===== src/rtl/max11046_seq_ctrl_pkg.sv =====
// Shared types and default timing for the MAX11046 sequencer: FSM state enum,
// channel index width and the default cycle counts.
package max11046_pkg;
  localparam int CH_W               = 3;
  localparam int DEF_CONV_PERIOD    = 2000;
  localparam int DEF_NUM_CH         = 8;
  localparam int DEF_CONVST_LOW_CYC = 4;
  localparam int DEF_CS_SETUP_CYC   = 2;
  localparam int DEF_RD_LOW_CYC     = 4;
  localparam int DEF_RD_HIGH_CYC    = 2;
  localparam int DEF_TIMEOUT_CYC    = 1024;

  typedef enum logic [2:0] {
    IDLE, CONV, WAIT_EOC, CS_SETUP, RD_LOW, RD_HIGH, DONE
  } seq_state_t;

  function automatic int max4(input int a, input int b, input int c, input int d);
    int m;
    m = a;
    if (b > m) m = b;
    if (c > m) m = c;
    if (d > m) m = d;
    return m;
  endfunction
endpackage


===== src/rtl/max11046_seq_ctrl_if.sv =====
// ADC pin bundle plus the tagged sample stream; master is the sequencer side.
interface max11046_seq_ctrl_if;
  import max11046_pkg::*;

  logic            eoc_n;
  logic [15:0]     db_in;
  logic            convst_n;
  logic            cs_n;
  logic            rd_n;
  logic            wr_n;
  logic [15:0]     sample_data;
  logic [CH_W-1:0] sample_ch;
  logic            sample_valid;
  logic            sample_ready;

  modport master (
    input  eoc_n, db_in, sample_ready,
    output convst_n, cs_n, rd_n, wr_n, sample_data, sample_ch, sample_valid
  );

  modport slave (
    output eoc_n, db_in, sample_ready,
    input  convst_n, cs_n, rd_n, wr_n, sample_data, sample_ch, sample_valid
  );
endinterface


===== src/rtl/max11046_seq_ctrl_eoc_sync.sv =====
// Two-flop synchronizer for the asynchronous EOC line with a falling-edge pulse
// taken from the synchronized copy; all flops idle high.
module max11046_eoc_sync (
  input  logic clk_i,
  input  logic rst_ni,
  input  logic eoc_n_i,
  output logic fall_o
);
  logic [1:0] sync_q;
  logic       prev_q;

  always_ff @(posedge clk_i) begin
    if (!rst_ni) begin
      sync_q <= 2'b11;
      prev_q <= 1'b1;
    end else begin
      sync_q <= {sync_q[0], eoc_n_i};
      prev_q <= sync_q[1];
    end
  end

  assign fall_o = prev_q & ~sync_q[1];
endmodule


===== src/rtl/max11046_seq_ctrl.sv =====
// MAX11046 frame sequencer: periodic CONVST, EOC wait, timed CS/RD reads, sample stream.
// Optional EOC watchdog enabled by defining ADC_SEQ_TIMEOUT_EN.
module max11046_seq_ctrl
  import max11046_pkg::*;
#(
  parameter int CONV_PERIOD    = DEF_CONV_PERIOD,
  parameter int NUM_CH         = DEF_NUM_CH,
  parameter int CONVST_LOW_CYC = DEF_CONVST_LOW_CYC,
  parameter int CS_SETUP_CYC   = DEF_CS_SETUP_CYC,
  parameter int RD_LOW_CYC     = DEF_RD_LOW_CYC,
  parameter int RD_HIGH_CYC    = DEF_RD_HIGH_CYC
`ifdef ADC_SEQ_TIMEOUT_EN
  , parameter int TIMEOUT_CYC  = DEF_TIMEOUT_CYC
`endif
) (
  input  logic clock1,
  input  logic reset_n,
  input  logic enable,
  input  logic clr_flags,
  max11046_seq_ctrl_if.master io,
  output logic frame_done,
  output logic overrun,
  output logic trig_miss,
  output logic timeout_err
);
  localparam int MAX_CYC = max4(CONVST_LOW_CYC, CS_SETUP_CYC, RD_LOW_CYC, RD_HIGH_CYC);
  localparam int TMR_W   = (MAX_CYC > 1) ? $clog2(MAX_CYC) : 1;
  localparam int PER_W   = $clog2(CONV_PERIOD);
  localparam logic [TMR_W-1:0] LD_CONV = TMR_W'(CONVST_LOW_CYC - 1);
  localparam logic [TMR_W-1:0] LD_CS   = TMR_W'(CS_SETUP_CYC - 1);
  localparam logic [TMR_W-1:0] LD_RDL  = TMR_W'(RD_LOW_CYC - 1);
  localparam logic [TMR_W-1:0] LD_RDH  = TMR_W'(RD_HIGH_CYC - 1);
  localparam logic [PER_W-1:0] PER_LAST = PER_W'(CONV_PERIOD - 1);
  localparam logic [CH_W-1:0]  CH_LAST  = CH_W'(NUM_CH - 1);

  seq_state_t       state_q, state_d;
  logic [TMR_W-1:0] tmr_q, tmr_d;
  logic [CH_W-1:0]  ch_q, ch_d;
  logic [PER_W-1:0] per_q, per_d;
  logic             trig, eoc_fall, capture;
  logic             convst_n_q, cs_n_q, rd_n_q, frame_done_q, trig_miss_q;
  logic             overrun_q, sample_valid_q;
  logic [15:0]      sample_data_q;
  logic [CH_W-1:0]  sample_ch_q;

`ifdef ADC_SEQ_TIMEOUT_EN
  localparam int WAIT_W = (TIMEOUT_CYC > 1) ? $clog2(TIMEOUT_CYC) : 1;
  localparam logic [WAIT_W-1:0] WAIT_LAST = WAIT_W'(TIMEOUT_CYC - 1);
  logic [WAIT_W-1:0] wait_q, wait_d;
  logic              tout, timeout_q;
`endif

  max11046_eoc_sync u_eoc_sync (
    .clk_i   (clock1),
    .rst_ni  (reset_n),
    .eoc_n_i (io.eoc_n),
    .fall_o  (eoc_fall)
  );

  assign trig = enable && (per_q == PER_LAST);

  always_comb begin
    state_d = state_q;
    tmr_d   = (tmr_q != '0) ? tmr_q - TMR_W'(1) : tmr_q;
    ch_d    = ch_q;
    capture = 1'b0;
    per_d   = (!enable || per_q == PER_LAST) ? '0 : per_q + PER_W'(1);
`ifdef ADC_SEQ_TIMEOUT_EN
    tout    = 1'b0;
    wait_d  = (state_q == WAIT_EOC) ? wait_q + WAIT_W'(1) : '0;
`endif
    case (state_q)
      IDLE: if (trig) begin
        state_d = CONV;
        tmr_d   = LD_CONV;
      end
      CONV: if (tmr_q == '0) state_d = WAIT_EOC;
      WAIT_EOC: begin
        if (eoc_fall) begin
          state_d = CS_SETUP;
          tmr_d   = LD_CS;
        end
`ifdef ADC_SEQ_TIMEOUT_EN
        else if (wait_q == WAIT_LAST) begin
          state_d = IDLE;
          tout    = 1'b1;
        end
`endif
      end
      CS_SETUP: if (tmr_q == '0) begin
        state_d = RD_LOW;
        tmr_d   = LD_RDL;
      end
      RD_LOW: if (tmr_q == '0) begin
        capture = 1'b1;
        if (ch_q == CH_LAST) begin
          state_d = DONE;
        end else begin
          state_d = RD_HIGH;
          tmr_d   = LD_RDH;
        end
      end
      RD_HIGH: if (tmr_q == '0) begin
        state_d = RD_LOW;
        tmr_d   = LD_RDL;
        ch_d    = ch_q + CH_W'(1);
      end
      DONE: begin
        state_d = IDLE;
        ch_d    = '0;
      end
      default: state_d = IDLE;
    endcase
  end

  // Strobes follow the next state so each one is a register aligned to its state;
  // cs_n is still low during DONE and rises with the frame_done pulse.
  always_ff @(posedge clock1) begin
    if (!reset_n) begin
      state_q      <= IDLE;
      tmr_q        <= '0;
      ch_q         <= '0;
      per_q        <= '0;
      convst_n_q   <= 1'b1;
      cs_n_q       <= 1'b1;
      rd_n_q       <= 1'b1;
      frame_done_q <= 1'b0;
      trig_miss_q  <= 1'b0;
`ifdef ADC_SEQ_TIMEOUT_EN
      wait_q       <= '0;
      timeout_q    <= 1'b0;
`endif
    end else begin
      state_q      <= state_d;
      tmr_q        <= tmr_d;
      ch_q         <= ch_d;
      per_q        <= per_d;
      convst_n_q   <= (state_d != CONV);
      cs_n_q       <= !(state_d inside {CS_SETUP, RD_LOW, RD_HIGH, DONE});
      rd_n_q       <= (state_d != RD_LOW);
      frame_done_q <= (state_q == DONE);
      if (trig && state_q != IDLE) trig_miss_q <= 1'b1;
      else if (clr_flags)          trig_miss_q <= 1'b0;
`ifdef ADC_SEQ_TIMEOUT_EN
      wait_q       <= wait_d;
      timeout_q    <= tout;
`endif
    end
  end

  always_ff @(posedge clock1) begin
    if (!reset_n) begin
      sample_valid_q <= 1'b0;
      sample_data_q  <= '0;
      sample_ch_q    <= '0;
      overrun_q      <= 1'b0;
    end else begin
      if (capture && (!sample_valid_q || io.sample_ready)) begin
        sample_valid_q <= 1'b1;
        sample_data_q  <= io.db_in;
        sample_ch_q    <= ch_q;
      end else if (sample_valid_q && io.sample_ready) begin
        sample_valid_q <= 1'b0;
      end
      if (capture && sample_valid_q && !io.sample_ready) overrun_q <= 1'b1;
      else if (clr_flags)                                 overrun_q <= 1'b0;
    end
  end

  assign io.convst_n     = convst_n_q;
  assign io.cs_n         = cs_n_q;
  assign io.rd_n         = rd_n_q;
  assign io.wr_n         = 1'b1;
  assign io.sample_data  = sample_data_q;
  assign io.sample_ch    = sample_ch_q;
  assign io.sample_valid = sample_valid_q;
  assign frame_done      = frame_done_q;
  assign overrun         = overrun_q;
  assign trig_miss       = trig_miss_q;
`ifdef ADC_SEQ_TIMEOUT_EN
  assign timeout_err     = timeout_q;
`else
  assign timeout_err     = 1'b0;
`endif
endmodule


===== src/flat_wrapper.sv =====
// flat-port wrapper written by rule: the top's interface ports become plain ports
module max11046_seq_ctrl_flat import max11046_pkg::*;
#(
  parameter int CONV_PERIOD    = DEF_CONV_PERIOD,
  parameter int NUM_CH         = DEF_NUM_CH,
  parameter int CONVST_LOW_CYC = DEF_CONVST_LOW_CYC,
  parameter int CS_SETUP_CYC   = DEF_CS_SETUP_CYC,
  parameter int RD_LOW_CYC     = DEF_RD_LOW_CYC,
  parameter int RD_HIGH_CYC    = DEF_RD_HIGH_CYC

)
  (clock1, reset_n, enable, clr_flags, frame_done, overrun, trig_miss, timeout_err, io_eoc_n, io_db_in, io_sample_ready, io_convst_n, io_cs_n, io_rd_n, io_wr_n, io_sample_data, io_sample_ch, io_sample_valid);
  max11046_seq_ctrl_if io_i ();
  input  logic clock1;
  input  logic reset_n;
  input  logic enable;
  input  logic clr_flags;
  output logic frame_done;
  output logic overrun;
  output logic trig_miss;
  output logic timeout_err;
  input wire logic [$bits(io_i.eoc_n)-1:0] io_eoc_n;
  input wire logic [$bits(io_i.db_in)-1:0] io_db_in;
  input wire logic [$bits(io_i.sample_ready)-1:0] io_sample_ready;
  output wire logic [$bits(io_i.convst_n)-1:0] io_convst_n;
  output wire logic [$bits(io_i.cs_n)-1:0] io_cs_n;
  output wire logic [$bits(io_i.rd_n)-1:0] io_rd_n;
  output wire logic [$bits(io_i.wr_n)-1:0] io_wr_n;
  output wire logic [$bits(io_i.sample_data)-1:0] io_sample_data;
  output wire logic [$bits(io_i.sample_ch)-1:0] io_sample_ch;
  output wire logic [$bits(io_i.sample_valid)-1:0] io_sample_valid;
  assign io_i.eoc_n = io_eoc_n;
  assign io_i.db_in = io_db_in;
  assign io_i.sample_ready = io_sample_ready;
  assign io_convst_n = io_i.convst_n;
  assign io_cs_n = io_i.cs_n;
  assign io_rd_n = io_i.rd_n;
  assign io_wr_n = io_i.wr_n;
  assign io_sample_data = io_i.sample_data;
  assign io_sample_ch = io_i.sample_ch;
  assign io_sample_valid = io_i.sample_valid;
  max11046_seq_ctrl #(.CONV_PERIOD(CONV_PERIOD), .NUM_CH(NUM_CH), .CONVST_LOW_CYC(CONVST_LOW_CYC), .CS_SETUP_CYC(CS_SETUP_CYC), .RD_LOW_CYC(RD_LOW_CYC), .RD_HIGH_CYC(RD_HIGH_CYC)) u_core (.clock1(clock1), .reset_n(reset_n), .enable(enable), .clr_flags(clr_flags), .io(io_i), .frame_done(frame_done), .overrun(overrun), .trig_miss(trig_miss), .timeout_err(timeout_err));
endmodule

===== config.mk =====
export PLATFORM = sky130hd
export DESIGN_NAME = max11046_seq_ctrl_flat
export DESIGN_NICKNAME = d
export VERILOG_FILES = /design/src/rtl/max11046_seq_ctrl_pkg.sv /design/src/rtl/max11046_seq_ctrl_if.sv /design/src/rtl/max11046_seq_ctrl_eoc_sync.sv /design/src/rtl/max11046_seq_ctrl.sv /design/src/flat_wrapper.sv
export SDC_FILE = /design/constraint.sdc
export NUM_CORES = 1
export LEC_CHECK = 0
export ABC_AREA = 1
export CORE_AREA = 2 2 88 56
export DETAILED_ROUTE_END_ITERATION = 10
export DIE_AREA = 0 0 90 58
export PLACE_DENSITY = 0.82
export SYNTH_ARGS = -nofsm -noshare
export SYNTH_HDL_FRONTEND = slang
export SYNTH_SLANG_ARGS = --single-unit

===== constraint.sdc =====
create_clock -name clock1 -period 1.7 [get_ports clock1]
set_input_delay 0.34 -clock clock1 [delete_from_list [all_inputs] [get_ports clock1]]
set_output_delay 0.34 -clock clock1 [all_outputs]
set_load 0.005 [all_outputs]

Word level (Yosys, flattened, before mapping)
Index checks and enable logic that the tools add are counted.

word-level totals
  word-level logic and storage cells = 83
  flip-flop bits (word level) = 48
  input port bits = 22
  output and inout bits = 28

cells by class
  multiplexer cells = 23
  reduce and logical (&&, ||, !) cells = 24
  bitwise operators = 3
  $add $sub $neg = 3
  equal/unequal tests = 15

operators with widths
  operator                                                number
  equality test 3 bit (second input constant)             7
  two-way mux 3 bit                                       6
  one-hot mux 3 bit (5 select lines)                      1
  two-way mux 2 bit                                       7
  adder 11 x 1 -> 11 bit (second input constant)          1
  equality test 11 bit (second input constant)            1
  nonzero test 2 bit                                      5
  equality test 3 x 2 -> 1 bit (second input constant)    3
  one-hot mux 2 bit (4 select lines)                      1
  two-way mux 1 bit                                       7
  logical AND 1 bit                                       6
  one-hot mux 3 bit (2 select lines)                      1
  zero test 1 bit                                         4
  nonzero test 4 bit                                      1
  OR reduction 2 bit                                      2
  adder 3 x 1 -> 3 bit (second input constant)            1
  equality test 3 x 1 -> 1 bit (second input constant)    1
  zero test 3 bit                                         1
  inequality test 3 x 1 -> 1 bit (second input constant)  1
  inequality test 3 bit (second input constant)           1
  nonzero test 3 bit                                      1
  zero test 2 bit                                         1
  logical OR 1 bit                                        2
  inequality test 2 x 1 -> 1 bit (second input constant)  1
  4 further kinds                                         5

Longest topological paths before layout
  depth in word-level cells = 7
  gate-level depth with buffers = 11
  gate-level depth less buffers = 9

Modules after synthesis
From an unflattened synthesis, not the netlist that was laid out.

second synthesis, totals
  cells, all modules = 259
  area, all modules = 2058.2 um^2

by module, submodules not included
  module             times used  seq. area each (um^2)  area each (um^2)  cells an instance
  max11046_seq_ctrl  1           900.9                  1968.1            248
  max11046_eoc_sync  1           60.1                   90.1              11

Worst setup path after synthesis
Ideal clock, no wire load.

  kind = register -> register
  start = reg u_core.tmr_q[0]
  end = reg u_core.sample_ch_q[0], in the netlist u_core.io.sample_ch[0]
  arrival = 1.296 ns
  setup slack = 0.288 ns
  library setup time = 0.115 ns
  required time = 1.585 ns
  path buffers = 3
  cell stages (with the launch flop) = 12
  clock period less this slack = 1.412 ns
  cells stage by stage = dfxtp_1 -> inv_1 -> ha_1 -> clkbuf_2 -> inv_2 -> nor2_4 -> nand2_2 -> buf_6 -> inv_4 -> buf_8 -> o21ai_2 -> a21oi_2

on the way
  word-level cells in the longest chain between the ends = 4

RTL lines
  item                      RTL line                  text
  start: declaration        max11046_seq_ctrl.sv:37   logic [TMR_W-1:0] tmr_q, tmr_d;
  start signal: assignment  max11046_seq_ctrl.sv:135  tmr_q <= tmr_d;
  zero test 2 bit           max11046_seq_ctrl.sv:94   RD_LOW: if (tmr_q == '0) begin
  two-way mux 1 bit         max11046_seq_ctrl.sv:94
  two-way mux 1 bit         max11046_seq_ctrl.sv:72   case (state_q)
  logical AND 1 bit         max11046_seq_ctrl.sv:158  if (capture && (!sample_valid_q || io.sample_ready)) begin
  end signal: assignment    max11046_seq_ctrl.sv:161  sample_ch_q <= ch_q;
  end: declaration          max11046_seq_ctrl.sv:44   logic [CH_W-1:0] sample_ch_q;

Every way passes these cells.
A chain may end at the register's enable or synchronous reset.

Worst setup path after layout
  start = reg u_core.per_q[0]
  end = reg u_core.cs_n_q, in the netlist u_core.io.cs_n

on the way
  word-level cells in the longest chain between the ends = 7
  elaborated cells on any way between the ends = 10
  those cells by class = eq/ne: 5; mux: 2; reduce/logical: 3

RTL lines
  item                                                                 RTL line                  text
  start: declaration                                                   max11046_seq_ctrl.sv:39   logic [PER_W-1:0] per_q, per_d;
  start signal: assignment                                             max11046_seq_ctrl.sv:137  per_q <= per_d;
  equality test 11 bit *                                               max11046_seq_ctrl.sv:60   assign trig = enable && (per_q == PER_LAST);
  logical AND 1 bit *                                                  max11046_seq_ctrl.sv:60
  two-way mux 3 bit *                                                  max11046_seq_ctrl.sv:73   IDLE: if (trig) begin
  one-hot mux 3 bit (5 select lines) *                                 max11046_seq_ctrl.sv:72
  equality test 3 x 2 -> 1 bit or equality test 3 bit (tied branches)  max11046_seq_ctrl.sv:139  cs_n_q <= !(state_d inside {CS_SETUP, RD_LOW, RD_HIGH, DONE});
  nonzero test 4 bit *                                                 max11046_seq_ctrl.sv:139
  zero test 1 bit *                                                    max11046_seq_ctrl.sv:139
  end signal: assignment                                               max11046_seq_ctrl.sv:139
  end: declaration                                                     max11046_seq_ctrl.sv:41   logic convst_n_q, cs_n_q, rd_n_q, frame_done_q, trig_miss_q;

Every way passes the cells marked *; elsewhere a longest branch is shown, timed or not.

==> results <==
## power breakdown
| part | total [uW] | internal (uW) | switching [uW] |
|---|---|---|---|
| clock | 770 | 422 | 348 |
| sequential | 1130 | 1130 | 2.39 |
| combinational | 89.0 | 54.9 | 34.1 |
| total | 1990 | 1610 | 384 |
## synthesized netlist by cell type (2+ instances only)
library cell               instances  area share [%]
sky130_fd_sc_hd__buf_6             3             1.6
sky130_fd_sc_hd__nor3b_1           2            0.72
sky130_fd_sc_hd__clkbuf_1          3            0.54
sky130_fd_sc_hd__buf_2             2            0.48
sky130_fd_sc_hd__a21oi_1           9             2.1
sky130_fd_sc_hd__ha_1              6             3.6
sky130_fd_sc_hd__a31oi_1           2            0.60
sky130_fd_sc_hd__buf_4             3             1.1
sky130_fd_sc_hd__nand2_1          36             6.4
sky130_fd_sc_hd__inv_1            21             3.8
sky130_fd_sc_hd__nor3_1            3            0.72
sky130_fd_sc_hd__dfxtp_1          48              46
sky130_fd_sc_hd__xnor2_1           2            0.83
sky130_fd_sc_hd__or2_2             4             1.2
sky130_fd_sc_hd__nand3_1          15             3.6
sky130_fd_sc_hd__conb_1            2            0.36
sky130_fd_sc_hd__o21ai_0          22             5.2
sky130_fd_sc_hd__nand4_1           6             1.8
sky130_fd_sc_hd__nor2_1           68              12
sky130_fd_sc_hd__inv_2             3            0.54
## routing by layer
layer	vias up	track usage (%)	wire, um
met5	-	0	0
met4	0	6.59	42
met3	5	5.20	293
met2	60	29.4	1930
met1	815	23.8	2120
li1	970	-	-
## path summary, 6_finish.rpt
check	from	end	slack (ns)	cells past startpoint
max reg2reg	u_core.per_q[0]$_SDFF_PP0_	u_core.io.cs_n$_SDFF_PN1_	0.16	8
max	u_core.per_q[0]$_SDFF_PP0_	u_core.io.cs_n$_SDFF_PN1_	0.16	8
min	u_core.u_eoc_sync.sync_q[0]$_SDFF_PN1_	u_core.u_eoc_sync.sync_q[1]$_SDFF_PN1_	0.43	1
min reg2reg	u_core.u_eoc_sync.sync_q[0]$_SDFF_PN1_	u_core.u_eoc_sync.sync_q[1]$_SDFF_PN1_	0.43	1
## sequential cells by signal, indices dropped and copies added (netlist names)
| signal | cells |
|---|---|
| u_core.io.rd_n | 1 |
| u_core.frame_done | 1 |
| u_core.tmr_q | 2 |
| u_core.per_q | 11 |
| u_core.overrun | 1 |
| u_core.io.sample_ch | 3 |
| u_core.io.sample_valid | 1 |
| u_core.u_eoc_sync.sync_q | 2 |
| u_core.state_q | 3 |
| u_core.io.cs_n | 1 |
| u_core.io.sample_data | 16 |
| u_core.u_eoc_sync.prev_q | 1 |
| u_core.trig_miss | 1 |
| u_core.io.convst_n | 1 |
| u_core.ch_q | 3 |
## stage by stage
step	worst slack, ns	utilization, %	total power, uW	hold slack (ns)
floorplan	0.288	-	1190	0.393
global placement	0.157	58.5	1250	0.400
detailed placement	0.0910	58.5	1250	0.405
CTS	0.153	60.8	2010	0.433
global route	0.00150	60.8	2070	0.443
finish	0.155	60.8	1990	0.428
## layout make-up
| cell class | instances | area [um2] | area share [%] |
|---|---|---|---|
| multi-input cells | 189 | 931 | 34.6 |
| repair buffers | 51 | 513 | 19.1 |
| inverters | 26 | 105 | 3.91 |
| clock inverters | 1 | 30.0 | 1.12 |
| clock buffers | 5 | 68.8 | 2.56 |
| well taps | 63 | 78.8 | 2.93 |
| flip-flops and latches | 48 | 962 | 35.8 |
## worst reg2reg max path, stage by stage, from the launching register on
cell	delay, ns
sky130_fd_sc_hd__dfxtp_1	0.36
sky130_fd_sc_hd__ha_1	0.20
sky130_fd_sc_hd__nand3_1	0.14
sky130_fd_sc_hd__nor2_1	0.21
sky130_fd_sc_hd__nand4_1	0.19
sky130_fd_sc_hd__nand2_1	0.18
sky130_fd_sc_hd__nand2_1	0.07
sky130_fd_sc_hd__nand2_1	0.06
sky130_fd_sc_hd__nand2_1	0.05
## cells by family (layout without fill, tap and decap cells)
logic type / Yosys count / count (layout) / synth area share (%)
AO/OA/AOI/OAI: 39 / 39 / 10.3
other: 2 / 2 / 0.358
flip-flops: 48 / 48 / 45.8
buffers and inverters: 40 / 83 / 9.84
adder cells (fa/ha/maj): 6 / 6 / 3.58
XOR/XNOR: 3 / 3 / 1.25
AND/OR/NAND/NOR: 139 / 139 / 28.9
## cells in the final DEF (no fill, tap or decap), types with 4 or more instances in the layout
master,instances
sky130_fd_sc_hd__clkbuf_8,5
sky130_fd_sc_hd__dfxtp_1,47
sky130_fd_sc_hd__nand2_1,36
sky130_fd_sc_hd__nor2_1,68
sky130_fd_sc_hd__clkdlybuf4s50_1,47
sky130_fd_sc_hd__nand3_1,15
sky130_fd_sc_hd__a21oi_1,9
sky130_fd_sc_hd__o21ai_0,22
sky130_fd_sc_hd__ha_1,6
sky130_fd_sc_hd__nand4_1,6
sky130_fd_sc_hd__inv_1,21
sky130_fd_sc_hd__or2_2,4
==> results.md <==
Status:
- The run finished with clean final reports.

Clocking:
- The number of gates resized after CTS was 0.
- The number of setup buffers added after CTS is 0.
- The H-tree was split into 2 levels.
- Clock tree synthesis inserted a total of 5 buffers.
- The clock network latency to the later pin of the worst-skew pair is 0.30 ns.
- TritonCTS built the clock tree.
- The clock-pin slew on the worst setup and hold paths is 0.08 ns.
- The number of hold buffers added after CTS was 0.
- The clock passes through at most 2 buffers.
- CTS placed an instance of sky130_fd_sc_hd__clkbuf_8 at the clock tree root.
- The clock sink count is 48.

Drt:
- The sum of routed wire length over all layers is 4390 um.
- The DRC violation count after routing is 0.
- After the first detailed-routing iteration, the DRC count stood at 128.
- In this run the remaining antenna-violating nets after routing total 0.
- The first-pass detailed-route iteration total is 4.
- Using the TritonRoute via totals, the vias-per-cell ratio works out to 4.83.
- Dividing the detail-routed wire length by the instance count gives 11.5 um.
- Across all layers, the routed design uses 1850 vias.

Critical path:
- The critical path's largest stage delay is 0.36 ns.
- STA classifies the critical path startpoint as a flop.
- At the worst endpoint, the required time is 1.89 ns.
- The critical path goes through ha_1 -> nand3_1 -> nor2_1 -> nand4_1 -> nand2_1 -> nand2_1 -> nand2_1 -> nand2_1.
- The worst setup path is captured at a flop.
- Data on the critical path arrives at its endpoint at 1.73 ns.
- The total buffers and inverters traversed by the critical path is 0.
- Of all nets on the critical path, the largest fanout is 3.
- The cell family contributing the most delay on the critical path is simple AND/OR/NAND/NOR gates.
- The slowest cell on the critical path is sky130_fd_sc_hd__dfxtp_1.
- The most repeated library cell on the critical path is sky130_fd_sc_hd__nand2_1.
- The critical path in this run is classified as flop to flop.

Timing:
- The number of failing hold endpoints at the final stage is 0.
- The final cycle utilization of the critical path is 90.9%.
- After layout, the minimum clock period comes to 1.54 ns.
- For this run, the top clock speed supported by timing is 0.647 GHz.
- The total setup violations reported at the end of the flow is 0.
- The largest clock skew in the final design is 0.00658 ns.
- The max-slew violation count is 0.
- Setup repair after global routing left no endpoint under its margin.
- The final setup TNS is 0 ns.

Final layout:
- The final net count is 349.
- Leaving out filler cells and counting taps, the final layout contains 383.
- The final non-filler cell area is 2690 um2.
- The filler cells instantiated in the layout total 419.
- The signed area change from the synthesized netlist to the final layout is 28.1%.
- 0 antenna diodes ended up in the layout.
- The fraction of final layout cells with drive strength greater than 1 is 7.81%.

Global route:
- The number of global-route vias before repair came to 1690.
- The remaining global-route overflow is 0.
- The number of antenna violations at the first check in global routing came to 0.
- For this run, the total global-route usage over all layers was measured as 18.2%.
- The wire length of the first global-routing pass is 7530 um.
- The pin count of the biggest net entering global routing is 23.

Synth:
- The net count after synthesis is 305.
- The post-synthesis average cell area is 7.57 um2.
- The number of distinct library cells after synthesis is 37.
- For this run, the number of Yosys warnings is 0.
- After synthesis the netlist holds a flip-flop and latch count of 48.
- The async set-or-reset flop fraction in the synthesized netlist is 0%.
- The cell area that synthesis handed to floorplanning was 2100 um2.
- The most instantiated flip-flop cell in the synthesis netlist is sky130_fd_sc_hd__dfxtp_1.
- The number of enable-type register cells in the synthesized netlist is 0.
- The sequential share of the synthesized area is 45.8%.
- After technology mapping, the gate count stands at 277.

Placement:
- Once placement completed, the tool counted placed cells totaling 377.
- In this run the cell area measured after placement is 2590 um2.
- The number of buffers added on ports is 47.
- The sum of net half-perimeters after detailed placement is 3340 um.
- The last weighted congestion value of the routability-driven placer is 0.861.

Run:
- Max-cap violations in this run came to 0.

Floorplanning:
- The effective utilization at floorplan is 47.5%.
- The die is 90 um wide.
- The number of placement rows is 19.
- From bottom edge to top edge, the die measures 58 um.
- The area of the die is 5220 um2.
- The core region area is 4420 um2.
- Pin placement for this block handled 50 I/O pins.

Worst hold path:
- The path class of the tightest hold or removal check is flop to flop.

Pwr:
- The cell leakage power is 0.00109 uW.
- The ratio of total power to cell area is 740 nW/um2.
- The worst-case IR drop observed on VDD is 0.384 mV.
No activity file was read; power rests on OpenSTA's default activity.
